**config.mk**
```make
export PLATFORM = sky130hd
export DESIGN_NAME = svc_axil_arbiter
export DESIGN_NICKNAME = d
export VERILOG_FILES = /design/src/rtl/svc_axil_arbiter_pkg.sv /design/src/rtl/svc_rr_arbiter.sv /design/src/rtl/svc_axil_arbiter.sv
export SDC_FILE = /design/constraint.sdc
export NUM_CORES = 1
export LEC_CHECK = 0
export BUFFER_PORTS_ARGS = -buffer_cell sky130_fd_sc_hd__buf_2
export CORE_AREA = 2 2 159 161
export DETAILED_ROUTE_END_ITERATION = 10
export DIE_AREA = 0 0 161 163
export GPL_TIMING_DRIVEN = 0
export PLACE_DENSITY = 0.5
export SYNTH_ARGS = -nofsm -noshare
export SYNTH_HDL_FRONTEND = slang
export SYNTH_HIERARCHICAL = 1
export SYNTH_SLANG_ARGS = --single-unit
```
**constraint.sdc**
```tcl
create_clock -name clk -period 4.6 [get_ports clk]
set_input_delay 0.23 -clock clk [delete_from_list [all_inputs] [get_ports clk]]
set_output_delay 0.23 -clock clk [all_outputs]
set_load 0.03 [all_outputs]
```
**src/rtl/svc_axil_arbiter_pkg.sv**
```systemverilog
// svc_axil_arbiter_pkg: shared operation type for the AXI-Lite arbiter
package svc_axil_arbiter_pkg;
  typedef enum logic {OP_READ, OP_WRITE} op_t;
endpackage

```
**src/rtl/svc_rr_arbiter.sv**
```systemverilog
// svc_rr_arbiter: round-robin requester select; the pointer moves past each granted index
module svc_rr_arbiter #(
  parameter int NUM_M = 2,
  parameter int IW    = (NUM_M > 1) ? $clog2(NUM_M) : 1
) (
  input  logic             clk,
  input  logic             rst,
  input  logic [NUM_M-1:0] i_req,
  input  logic             i_advance,
  output logic             o_grant_valid,
  output logic [IW-1:0]    o_grant_idx
);
  logic [IW-1:0] r_ptr;
  always_comb begin
    o_grant_valid = |i_req;
    o_grant_idx   = r_ptr;
    for (int k = NUM_M - 1; k >= 0; k--)
      if (i_req[(int'(r_ptr) + k) % NUM_M]) o_grant_idx = IW'((int'(r_ptr) + k) % NUM_M);
  end
  always_ff @(posedge clk or posedge rst)
    if (rst) r_ptr <= '0;
    else if (i_advance) r_ptr <= (o_grant_idx == IW'(NUM_M - 1)) ? '0 : o_grant_idx + 1'b1;
endmodule

```
**src/rtl/svc_axil_arbiter.sv**
```systemverilog
// svc_axil_arbiter: shares one AXI-Lite manager port among NUM_M requesters,
// round-robin, with a single transaction outstanding at a time.
module svc_axil_arbiter
  import svc_axil_arbiter_pkg::*;
#(
  parameter int NUM_M           = 2,
  parameter int AXIL_ADDR_WIDTH = 32,
  parameter int AXIL_DATA_WIDTH = 32,
  parameter int AXIL_STRB_WIDTH = AXIL_DATA_WIDTH / 8,
  parameter int IW              = (NUM_M > 1) ? $clog2(NUM_M) : 1
) (
  input  logic                               clk,
  input  logic                               rst,
  input  logic [NUM_M*AXIL_ADDR_WIDTH-1:0]   s_axil_awaddr,
  input  logic [NUM_M-1:0]                   s_axil_awvalid,
  output logic [NUM_M-1:0]                   s_axil_awready,
  input  logic [NUM_M*AXIL_DATA_WIDTH-1:0]   s_axil_wdata,
  input  logic [NUM_M*AXIL_STRB_WIDTH-1:0]   s_axil_wstrb,
  input  logic [NUM_M-1:0]                   s_axil_wvalid,
  output logic [NUM_M-1:0]                   s_axil_wready,
  output logic [1:0]                         s_axil_bresp,
  output logic [NUM_M-1:0]                   s_axil_bvalid,
  input  logic [NUM_M-1:0]                   s_axil_bready,
  input  logic [NUM_M*AXIL_ADDR_WIDTH-1:0]   s_axil_araddr,
  input  logic [NUM_M-1:0]                   s_axil_arvalid,
  output logic [NUM_M-1:0]                   s_axil_arready,
  output logic [AXIL_DATA_WIDTH-1:0]         s_axil_rdata,
  output logic [1:0]                         s_axil_rresp,
  output logic [NUM_M-1:0]                   s_axil_rvalid,
  input  logic [NUM_M-1:0]                   s_axil_rready,
  output logic [AXIL_ADDR_WIDTH-1:0]         m_axil_awaddr,
  output logic                               m_axil_awvalid,
  input  logic                               m_axil_awready,
  output logic [AXIL_DATA_WIDTH-1:0]         m_axil_wdata,
  output logic [AXIL_STRB_WIDTH-1:0]         m_axil_wstrb,
  output logic                               m_axil_wvalid,
  input  logic                               m_axil_wready,
  input  logic [1:0]                         m_axil_bresp,
  input  logic                               m_axil_bvalid,
  output logic                               m_axil_bready,
  output logic [AXIL_ADDR_WIDTH-1:0]         m_axil_araddr,
  output logic                               m_axil_arvalid,
  input  logic                               m_axil_arready,
  input  logic [AXIL_DATA_WIDTH-1:0]         m_axil_rdata,
  input  logic [1:0]                         m_axil_rresp,
  input  logic                               m_axil_rvalid,
  output logic                               m_axil_rready
);
  typedef enum logic [2:0] {IDLE, RD_ADDR, RD_DATA, WR_ADDR, WR_RESP} state_t;
  state_t r_state, w_next;
  logic [NUM_M-1:0] w_req, w_g_oh, w_grant_oh;
  logic [IW-1:0] w_g, r_grant;
  logic w_gv, w_take, w_aw_left, w_w_left, w_rd_done, w_wr_done;
  logic r_arvalid, r_awvalid, r_wvalid;
  logic [AXIL_ADDR_WIDTH-1:0] r_araddr, r_awaddr;
  logic [AXIL_DATA_WIDTH-1:0] r_wdata;
  logic [AXIL_STRB_WIDTH-1:0] r_wstrb;
  op_t r_last_op, w_op;
  assign w_req = s_axil_arvalid | (s_axil_awvalid & s_axil_wvalid);
  svc_rr_arbiter #(.NUM_M(NUM_M), .IW(IW)) u_rr (
    .clk(clk), .rst(rst), .i_req(w_req), .i_advance(w_take),
    .o_grant_valid(w_gv), .o_grant_idx(w_g)
  );
  // Grant readies are combinational; gating on rst keeps them low during reset
  assign w_take = !rst && r_state == IDLE && w_gv;
  assign w_op = (s_axil_awvalid[w_g] && s_axil_wvalid[w_g] &&
                 (!s_axil_arvalid[w_g] || r_last_op == OP_READ)) ? OP_WRITE : OP_READ;
  assign w_g_oh     = NUM_M'(1) << w_g;
  assign w_grant_oh = NUM_M'(1) << r_grant;
  assign s_axil_arready = (w_take && w_op == OP_READ) ? w_g_oh : '0;
  assign s_axil_awready = (w_take && w_op == OP_WRITE) ? w_g_oh : '0;
  assign s_axil_wready  = s_axil_awready;
  assign s_axil_rvalid  = (r_state == RD_DATA && m_axil_rvalid) ? w_grant_oh : '0;
  assign s_axil_bvalid  = (r_state == WR_RESP && m_axil_bvalid) ? w_grant_oh : '0;
  assign m_axil_rready  = r_state == RD_DATA && s_axil_rready[r_grant];
  assign m_axil_bready  = r_state == WR_RESP && s_axil_bready[r_grant];
  assign s_axil_rdata   = m_axil_rdata;
  assign s_axil_rresp   = m_axil_rresp;
  assign s_axil_bresp   = m_axil_bresp;
  assign m_axil_arvalid = r_arvalid;
  assign m_axil_araddr  = r_araddr;
  assign m_axil_awvalid = r_awvalid;
  assign m_axil_awaddr  = r_awaddr;
  assign m_axil_wvalid  = r_wvalid;
  assign m_axil_wdata   = r_wdata;
  assign m_axil_wstrb   = r_wstrb;
  assign w_aw_left = r_awvalid && !m_axil_awready;
  assign w_w_left  = r_wvalid && !m_axil_wready;
  assign w_rd_done = m_axil_rvalid && m_axil_rready;
  assign w_wr_done = m_axil_bvalid && m_axil_bready;
  always_ff @(posedge clk or posedge rst)
    if (rst) r_state <= IDLE;
    else r_state <= w_next;
  always_comb begin
    w_next = r_state;
    case (r_state)
      IDLE:    if (w_take) w_next = (w_op == OP_WRITE) ? WR_ADDR : RD_ADDR;
      RD_ADDR: if (m_axil_arready) w_next = RD_DATA;
      RD_DATA: if (w_rd_done) w_next = IDLE;
      WR_ADDR: if (!w_aw_left && !w_w_left) w_next = WR_RESP;
      WR_RESP: if (w_wr_done) w_next = IDLE;
      default: w_next = IDLE;
    endcase
  end
  always_ff @(posedge clk or posedge rst)
    if (rst) begin
      r_grant   <= '0;
      r_last_op <= OP_READ;
      r_arvalid <= 1'b0;
      r_awvalid <= 1'b0;
      r_wvalid  <= 1'b0;
      r_araddr  <= '0;
      r_awaddr  <= '0;
      r_wdata   <= '0;
      r_wstrb   <= '0;
    end else begin
      if (w_take) begin
        r_grant   <= w_g;
        r_araddr  <= s_axil_araddr[w_g*AXIL_ADDR_WIDTH +: AXIL_ADDR_WIDTH];
        r_awaddr  <= s_axil_awaddr[w_g*AXIL_ADDR_WIDTH +: AXIL_ADDR_WIDTH];
        r_wdata   <= s_axil_wdata[w_g*AXIL_DATA_WIDTH +: AXIL_DATA_WIDTH];
        r_wstrb   <= s_axil_wstrb[w_g*AXIL_STRB_WIDTH +: AXIL_STRB_WIDTH];
        r_arvalid <= w_op == OP_READ;
        r_awvalid <= w_op == OP_WRITE;
        r_wvalid  <= w_op == OP_WRITE;
      end else begin
        r_arvalid <= r_arvalid && !m_axil_arready;
        r_awvalid <= w_aw_left;
        r_wvalid  <= w_w_left;
      end
      if (r_state == RD_DATA && w_rd_done) r_last_op <= OP_READ;
      if (r_state == WR_RESP && w_wr_done) r_last_op <= OP_WRITE;
    end
endmodule

```
**Word level (Yosys, flattened, before mapping)**

Cells that the tools add are included.

- Register bits: 109
- Latch bits: 0
- RAM bits: 0
- ROM bits: 0
- Input port bits: 253
- Output and inout port bits: 151
- Logic and storage cells: 102
- Memories kept: 0

- $add $sub $neg: 2
- Multipliers: 0
- Divide/modulo/power cells: 0
- Order comparisons: 4
- Equal/unequal tests: 9
- Shift-type cells: 6
- Muxes and demuxes: 35
- Bitwise logic cells: 5
- Reduce and logical (&&, ||, !) cells: 30

Operators with widths:

| operator | number |
|---|---|
| variable part select 64 x 7 -> 32 bit | 3 |
| 2-to-1 mux 1 bit | 24 |
| logical AND 1 bit | 18 |
| 2-to-1 mux 3 bit | 5 |
| case mux 3 bit (5 select lines) | 1 |
| 2-to-1 mux 2 bit | 5 |
| inequality test 2 bit, second input constant | 5 |
| variable part select 8 x 4 -> 4 bit | 1 |
| logical NOT 1 bit | 7 |
| equality test 3 x 2 -> 1 bit, second input constant | 2 |
| less-than comparator 1 x 2 -> 1 bit, second input constant | 3 |
| AND reduction 5 bit | 1 |
| << shifter 1 x 1 -> 2 bit, first input constant | 2 |
| equality test 3 x 1 -> 1 bit, second input constant | 1 |
| equality test 3 bit, second input constant | 1 |
| logical NOT 3 bit | 1 |
| less-than comparator 2 x 3 -> 1 bit, second input constant | 1 |
| adder 1 bit, second input constant | 2 |
| AND 2 bit | 1 |
| NOT 1 bit | 2 |
| OR 2 bit | 1 |
| nonzero test 2 bit | 1 |
| OR reduction 2 bit | 1 |
| AND 1 bit, first input constant | 1 |
| logical OR 1 bit | 1 |

**Logic depth before layout (Yosys ltp)**

Gate-level depths: netlist (run 1).

- Depth after elaboration: 16
- Depth in mapped cells: 10
- Depth with buffers taken out: 9

**Cells and area by module**

The synthesis (run 1) kept the hierarchy.

Modules (own cells, without submodules):

| module | instances | cells an instance | area an instance (um2) | sequential area each (um2) |
|---|---|---|---|---|
| svc_axil_arbiter | 1 | 538 | 5,469.0 | 2,702.6 |
| svc_rr_arbiter | 1 | 9 | 66.3 | 25.0 |

**Least setup slack after synthesis (run 1)**

No wires, ideal clock.

- Path type: input to output
- Start point: input s_axil_wvalid[0]
- End point: output s_axil_wready[0]
- Arrival time: 2.014 ns
- Setup slack: 2.356 ns
- Cell stages on the path: 9
- Buffers on the path: 3
- Cells stage by stage: nand2_1 > nand2b_1 > or2_1 > nor3b_2 > nand2_1 > buf_6 > buf_6 > nor4_2 > buf_4

RTL lines:

| item | line | source |
|---|---|---|
| start, declared | svc_axil_arbiter.sv:19 | `input logic [NUM_M-1:0] s_axil_wvalid,` |
| AND 2 bit | svc_axil_arbiter.sv:59 | `assign w_req = s_axil_arvalid \| (s_axil_awvalid & s_axil_wvalid);` |
| OR 2 bit | svc_axil_arbiter.sv:59 |  |
| via w_req[0] | svc_axil_arbiter.sv:51 | `logic [NUM_M-1:0] w_req, w_g_oh, w_grant_oh;` |
| OR reduction 2 bit | svc_rr_arbiter.sv:15 | `o_grant_valid = \|i_req;` |
| via w_gv | svc_axil_arbiter.sv:53 | `logic w_gv, w_take, w_aw_left, w_w_left, w_rd_done, w_wr_done;` |
| logical AND 1 bit | svc_axil_arbiter.sv:65 | `assign w_take = !rst && r_state == IDLE && w_gv;` |
| logical AND 1 bit | svc_axil_arbiter.sv:71 | `assign s_axil_awready = (w_take && w_op == OP_WRITE) ? w_g_oh : '0;` |
| 2-to-1 mux 2 bit | svc_axil_arbiter.sv:71 |  |
| end, declared | svc_axil_arbiter.sv:20 | `output logic [NUM_M-1:0] s_axil_wready,` |

The timed path passes the listed nets, and every way through them passes these cells. The select of a mux whose other input is x is not followed.

**Worst setup path in the final report (run 1)**

- Start point: input rst
- End point: output s_axil_wready[0]

- Longest elaborated chain between the ends: 5

Ends and longest elaborated chain:

| item | line | source |
|---|---|---|
| start, declared | svc_axil_arbiter.sv:13 | `input logic rst,` |
| logical NOT 1 bit (no source line) | n/a |  |
| logical AND 1 bit (2 in a row) | svc_axil_arbiter.sv:65 |  |
| logical AND 1 bit | svc_axil_arbiter.sv:71 |  |
| 2-to-1 mux 2 bit | svc_axil_arbiter.sv:71 |  |

Every way passes these cells.

==> run_results.csv, run 1 <==
group,metric,value,unit
outcome,outcome,"finished, final reports clean",
floorplan,die_w,161,µm
cells_and_area,fin_nets,1180,
yosys,yosysTopAreaCell,"dfrtp_1",
yosys,yosys_warnings,6,
yosys,synth_seq_cells,109,
setup_path,critPathLaunchType,"primary input",
sta,finalCritPeriodShare,55.17,%
global_route,overflow,0,
setup_path,path_cells,"dlygate4sd3_1 > buf_2 > nor3b_2 > nand2_1 > buf_6 > buf_6 > nor4_2 > buf_4 > buf_2",
clock_network,numCtsBuffers,9,
routing,dr.pass1.iters,4,
yosys,ys_seq_area_share,49.28,%
flow_run,maxCapViolCount,0,
yosys,synth_edf_count,0,
floorplan,die_h,163,µm
worst_hold_path,holdCritPathClass,"primary input to flop",
sta,rsz0062_at_grt,"no",
clock_network,cts_tree,"built",
pwr,p_per_area,666.0,nW/µm²
global_route,grt_pass1_vias,5169,
sta,setup_violations,0,
cells_and_area,area_growth,46.68,%
floorplan,die_area,26240,µm²
routing,post_drt_wl_per_cell,15.10,µm
pwr,power_leakage,4.556,nW
yosys,synth.top_cell.area_share,49.28,%
cells_and_area,layout-drive-gt1-share,49.14,%
placement,port_buffers,367,
sta,slew_viol_final,0,
sta,hold_violations,0,
clock_network,clock-root-buffer,"clkbuf_16",
floorplan,ioPinCount,404,
placement,dp_hpwl,15030,µm
floorplan,initial_core_util,22.43,%
clock_network,clock_path_buffers,2,
setup_path,critPathMaxFanout,10,
yosys,avgSynthCellArea,10.12,µm²
setup_path,slowest_delay,540,ps
routing,wl,19050,µm
yosys,synthTopCellsByCount,"109 x dfrtp_1, 107 x nand2_1, 102 x mux2i_1, 90 x o21ai_1, 38 x buf_4",
global_route,use_met2,25.11,%
pwr,peakVddDrop,0.3028,mV
global_route,globalRouteMet3Util,3.616,%
routing,vias_per_cell,4.099,
routing,num_vias,5173,
routing,ant_nets,0,
routing,drc_errors,0,
clock_network,htree_levels,3,
routing,drtIter0Drc,206,
placement,gp_congestion,0.7518,
yosys,synth.most_common_cell,"dfrtp_1",
setup_path,crit_required,4370,ps
global_route,grt_use_total,14.23,%
setup_path,setup.worst_path.end_class,"output pin",
setup_path,crit_path_top_delay_cell,"dlygate4sd3_1",
floorplan,row_count,58,
global_route,antenna_found_initial,0,
sta,hold_ws,142.7,ps
sta,period_needed,2538,ps
cells_and_area,antennaDiodeCount,0,
cells_and_area,final_cell_count_no_fill,1262,
setup_path,critPathKind,"primary input to output pin",
yosys,synth-main-ff-cell,"dfrtp_1",
sta,skew,11.93,ps
clock_network,cts_setup_buffers,0,
clock_network,clock_sinks,109,
sta,max_freq,394.0,MHz
clock_network,cts_resized,0,
yosys,ys_async_sr_fraction,100.0,%
yosys,synth_nets,800,
sta,tightest_slew,828.3,ps
global_route,grt_max_degree,58,
global_route,grt_pass1_wl,28820,µm
yosys,syn-cell-area,5535,µm²
clock_network,clk_latency,350,ps
global_route,grt_busiest_layer,"met2",
clock_network,path_clk_slew,80,ps
floorplan,fp.coreArea,24670,µm²
sta,relSlewSlack,44.78,%
placement,dpl.cell_count,1245,
setup_path,cp_data_arrival_time,2310,ps
yosys,syn_inst,547,
yosys,yosysUniqueCellTypes,31,
yosys,yosys-top-cells-area,"dfrtp_1 49%, mux2i_1 18%, o21ai_1 8.1%",
global_route,grtUsageMet1,17.52,%
registers in the layout (all words and copies together), names as in the netlist:
| signal | cells |
|---|---|
| m_axil_awaddr | 32 |
| m_axil_wdata | 32 |
| u_rr/r_ptr | 1 |
| m_axil_wvalid | 1 |
| m_axil_wstrb | 4 |
| m_axil_awvalid | 1 |
| m_axil_arvalid | 1 |
| r_grant | 1 |
| r_last_op | 1 |
| m_axil_araddr | 32 |
| r_state | 3 |
routing by layer:
metal  vias up  routed length (µm)
met5         -                   0
li1       2588                   -
met2       203                9545
met3        10                1166
met4         0                 193
met1      2372                8149
per-stage QoR:
step                      cell area [µm²]  setup TNS (ps)  util, %  power, mW  setup WS, ps
after floorplan                      5535               0        -      3.705          1524
after CTS                            8119               0    32.91      5.518          2035
final                                8119               0    32.91      5.407          2062
after detailed placement             7818               0    31.68      4.716          1892
after global routing                 8119               0    32.91      5.820          1946
after global placement               7785          -22190    31.55      4.689        -217.5
cells by family (layout without fill, tap and decap cells):
logic type,Yosys count,count (layout),synth area share (%)
simple gates,141,141,11.05
flops,109,109,49.28
compound gates,116,116,10.99
mux,102,102,18.44
buf+inv,79,464,10.24
power breakdown:
group	internal (mW)	leakage [nW]	switching [mW]	total (mW)
logic	0.971	3.05	2.01	2.98
clock network	0.393	0.143	0.383	0.776
registers	1.41	1.36	0.240	1.65
cells in the final DEF, fill, tap and decap left out, types with 2 or more instances in the layout:
cell / synthesis / layout
and2_1: 2 / 2
nor2b_1: 3 / 3
o21ai_1: 90 / 90
clkbuf_1: 8 / 8
nand2_1: 107 / 107
dfrtp_1: 109 / 109
o21ai_0: 14 / 14
buf_4: 38 / 38
nand2b_1: 6 / 6
a31oi_1: 2 / 2
nor2_1: 11 / 11
mux2i_1: 102 / 102
inv_8: 0 / 2
inv_6: 0 / 2
nand3_1: 4 / 4
buf_6: 15 / 15
inv_1: 5 / 4
buf_2: 12 / 379
clkbuf_16: 0 / 9
a21oi_1: 5 / 5
final timing paths:
path                                              start                      endpoint  slack, ps  cells after the start
setup / recovery                                    rst              s_axil_wready[0]       2060                      9
setup reg to reg                 u_rr/r_ptr$_DFFE_PP0P_  m_axil_wdata[17]$_DFFE_PP0P_       2400                      7
hold / removal                          s_axil_wstrb[3]   m_axil_wstrb[3]$_DFFE_PP0P_        140                      3
min in group asynchronous                           rst        u_rr/r_ptr$_DFFE_PP0P_        330                      3
max in group asynchronous                           rst  m_axil_wdata[15]$_DFFE_PP0P_       3410                      4
hold reg to reg            m_axil_araddr[7]$_DFFE_PP0P_  m_axil_araddr[7]$_DFFE_PP0P_        480                      2
area by class of cell:
| cell class | instances | area [µm²] |
|---|---|---|
| sequential | 109 | 2728 |
| fill | 2658 | 16550 |
| clock buffer | 10 | 239.0 |
| buffer | 74 | 548.0 |
| multi-input combinational | 359 | 2241 |
| tap | 330 | 412.9 |
| inverter | 5 | 23.77 |
| timing repair buffer | 369 | 1874 |
| clock inverter | 6 | 52.55 |
worst max-delay path, delay by kind of cell:
| family | cells | cell delay, ps |
|---|---|---|
| buffers and inverters | 6 | 1380 |
| AND/OR/NAND/NOR | 3 | 680 |
timing repair:
| item | in CTS | in global routing |
|---|---|---|
| endpoints found under the setup margin | 0 | 0 |
| hold buffers | 1 | 0 |
| endpoints found under the hold margin | 44 | 0 |
Power figures use the tool's default switching activity.
==> inputs of run 2 (changes only) <==
Settings changed: ABC_AREA from default to 1, CORE_AREA 2 2 159 161 to 2 2 157 159, DIE_AREA 0 0 161 163 to 0 0 159 161.
Clock period 4.6 ns to 2.7 ns, I/O delays scaled along.
==> run 2 against run 1 <==
Effect of this change: area after synthesis decreased by 3.3%; clock skew down 5.1 ps; first-iteration DRC count grew 26%.
==> run_results.csv, run 2 <==
group,metric,value,unit
outcome,outcome,"finished, final reports clean",
global_route,grt_use_total,16.50,%
routing,drtIter0Drc,259,
setup_path,path_cells,"dlygate4sd3_1 > buf_2 > clkinvlp_4 > nand2_1 > nor2_8 > nand2_2 > buf_6 > buf_6 > nor2_4 > buf_6 > buf_2",
placement,dpl.cell_count,1355,
sta,finalCritPeriodShare,89.74,%
pwr,p_per_area,1146,nW/µm²
yosys,yosysUniqueCellTypes,21,
setup_path,crit_required,2570,ps
yosys,synth.most_common_cell,"nor2_1",
clock_network,clock_sinks,109,
sta,skew,6.804,ps
cells_and_area,final_cell_mix,"376 x buf_2, 180 x nor2_1, 168 x nor3_1",
clock_network,clock_path_buffers,2,
setup_path,critPathKind,"primary input to output pin",
routing,wl,21660,µm
setup_path,critPathMaxFanout,10,
setup_path,ff2ff_setup_slack,640,ps
yosys,synth_edf_count,0,
yosys,yosys-top-cells-area,"dfrtp_1 51%, nor3_1 16%, nor2_1 13%",
clock_network,clock-root-buffer,"clkbuf_16",
yosys,yosysTopAreaCell,"dfrtp_1",
yosys,synthTopCellsByCount,"183 x nor2_1, 168 x nor3_1, 109 x dfrtp_1, 48 x buf_4, 35 x nand2_1",
flow_run,maxCapViolCount,0,
setup_path,critPathLaunchType,"primary input",
sta,slew_viol_final,0,
cells_and_area,final_common_cell,"buf_2",
cells_and_area,fin_area,8099,µm²
yosys,ys_async_sr_fraction,100.0,%
routing,num_vias,5870,
placement,dp_hpwl,16750,µm
sta,relSlewSlack,49.09,%
setup_path,cpMostUsedCell,"buf_6",
floorplan,die_h,161,µm
yosys,syn-cell-area,5355,µm²
floorplan,initial_core_util,22.35,%
floorplan,die_w,159,µm
yosys,yosys_warnings,6,
yosys,synth.top_cell.area_share,50.93,%
setup_path,slowest_delay,540,ps
routing,vias_per_cell,4.269,
global_route,antenna_found_initial,0,
floorplan,die_area,25600,µm²
routing,dr.pass1.iters,4,
routing,ant_nets,0,
global_route,grt_max_degree,38,
floorplan,fp.coreArea,23960,µm²
clock_network,clk_latency,340,ps
cells_and_area,final_core_util,33.80,%
cells_and_area,antennaDiodeCount,0,
setup_path,crit_path_top_delay_cell,"dlygate4sd3_1",
yosys,synth_nets,914,
yosys,avgSynthCellArea,8.102,µm²
clock_network,cts_tree,"built",
cells_and_area,final_cell_count_no_fill,1375,
clock_network,cts_setup_buffers,0,
yosys,synth-main-ff-cell,"dfrtp_1",
sta,post-route-worst-setup-slack,276.9,ps
worst_hold_path,min-delay-start,"s_axil_wdata[17]",
placement,place_area,7770,µm²
cells_and_area,layout-drive-gt1-share,44.05,%
sta,period_needed,2423,ps
setup_path,setup.worst_path.end_class,"output pin",
global_route,grt_pass1_vias,5833,
routing,drc_errors,0,
cells_and_area,area_growth,51.24,%
clock_network,numCtsBuffers,9,
sta,hold_violations,0,
yosys,ys_seq_area_share,50.93,%
placement,port_buffers,367,
global_route,grt_pass1_wl,33150,µm
sta,setup_violations,0,
floorplan,ioPinCount,404,
setup_path,cp_data_arrival_time,2290,ps
setup_path,crit_path_start,"rst",
pwr,peakVddDrop,0.4295,mV
worst_hold_path,holdCritPathClass,"primary input to flop",
floorplan,row_count,57,
clock_network,path_clk_slew,80,ps
cells_and_area,fin_nets,1299,
clock_network,htree_levels,3,
setup_path,r2r-start,"u_rr/r_ptr$_DFFE_PP0P_",
sta,max_freq,412.7,MHz
sta,tightest_slew,763.6,ps
routing,post_drt_wl_per_cell,15.75,µm
sta,rsz0062_at_grt,"no",
pwr,power_leakage,4.036,nW
yosys,synth_seq_cells,109,
placement,gp_congestion,0.8145,
placement,place_ws,534.5,ps
yosys,syn_inst,661,
global_route,overflow,0,
[run 2: cell count changes after synthesis, sizes merged, moves of 3 or more]
cell	change
nor2b	-3
o21ai	-96
mux2i	-102
nand3	+6
a21oi	-4
nand2	-71
nand2b	-6
clkbuf	+8
nor3	+166
inv	+20
nor2	+173
o22ai	+32
[run 2: area by class of cell]
type | instances | area [µm²]
Timing Repair Buffer | 374 | 1937
Multi-Input combinational cell | 444 | 2052
Inverter | 25 | 97.59
Clock inverter | 4 | 32.53
Buffer | 83 | 590.6
Tap cell | 324 | 405.4
Sequential cell | 109 | 2728
Fill cell | 2654 | 15860
Clock buffer | 12 | 256.5
[run 2: cells by family (layout without fill, tap and decap cells)]
family	Yosys count	in the layout	share of synthesized area, %
AND/OR/NAND/NOR	402	402	32.99
flip-flops	109	109	50.93
buffers and inverters	108	498	11.36
AO/OA/AOI/OAI	42	42	4.720
[run 2: worst paths after layout]
check	depth (start not counted)	endpoint
min in group asynchronous	4	m_axil_araddr[10]$_DFFE_PP0P_
max reg2reg	9	m_axil_araddr[3]$_DFFE_PP0P_
max in group asynchronous	4	r_last_op$_DFFE_PP0P_
max	11	s_axil_wready[1]
min	3	m_axil_wdata[17]$_DFFE_PP0P_
min reg2reg	2	m_axil_arvalid$_DFF_PP0_
[run 2: what timing repair did]
item,4_1_cts,5_1_grt
gates resized for setup,0,0
hold buffers,4,0
endpoints found under the hold margin,14,0
[run 2: power by group]
| part | total [mW] | switching [mW] | internal (mW) |
|---|---|---|---|
| Sequential | 2.84 | 0.414 | 2.42 |
| Combinational | 5.12 | 3.53 | 1.59 |
| Clock | 1.33 | 0.645 | 0.683 |
[run 2: metrics by stage]
| step | power [mW] | setup TNS [ps] | hold WS (ps) |
|---|---|---|---|
| floorplan | 6.334 | -22480 | -136.3 |
| global placement | 8.027 | -204270 | 21.21 |
| detailed placement | 8.061 | 0 | 15.25 |
| CTS | 9.430 | 0 | 1.266 |
| global route | 9.931 | 0 | 5.767 |
| finish | 9.283 | 0 | 20.33 |
[run 2: layer usage]
metal	share of wire, %	vias to the layer above	GRT usage (%)
met4	1.3	0	3.926
met2	49	226	27.83
met1	44	2709	21.47
met3	6.1	17	3.929
met5	0	-	0
li1	-	2918	-
[run 2: critical path: cells and delay by family]
family	cells	cell delay [ps]
buf+inv	7	1470
simple gates	4	670
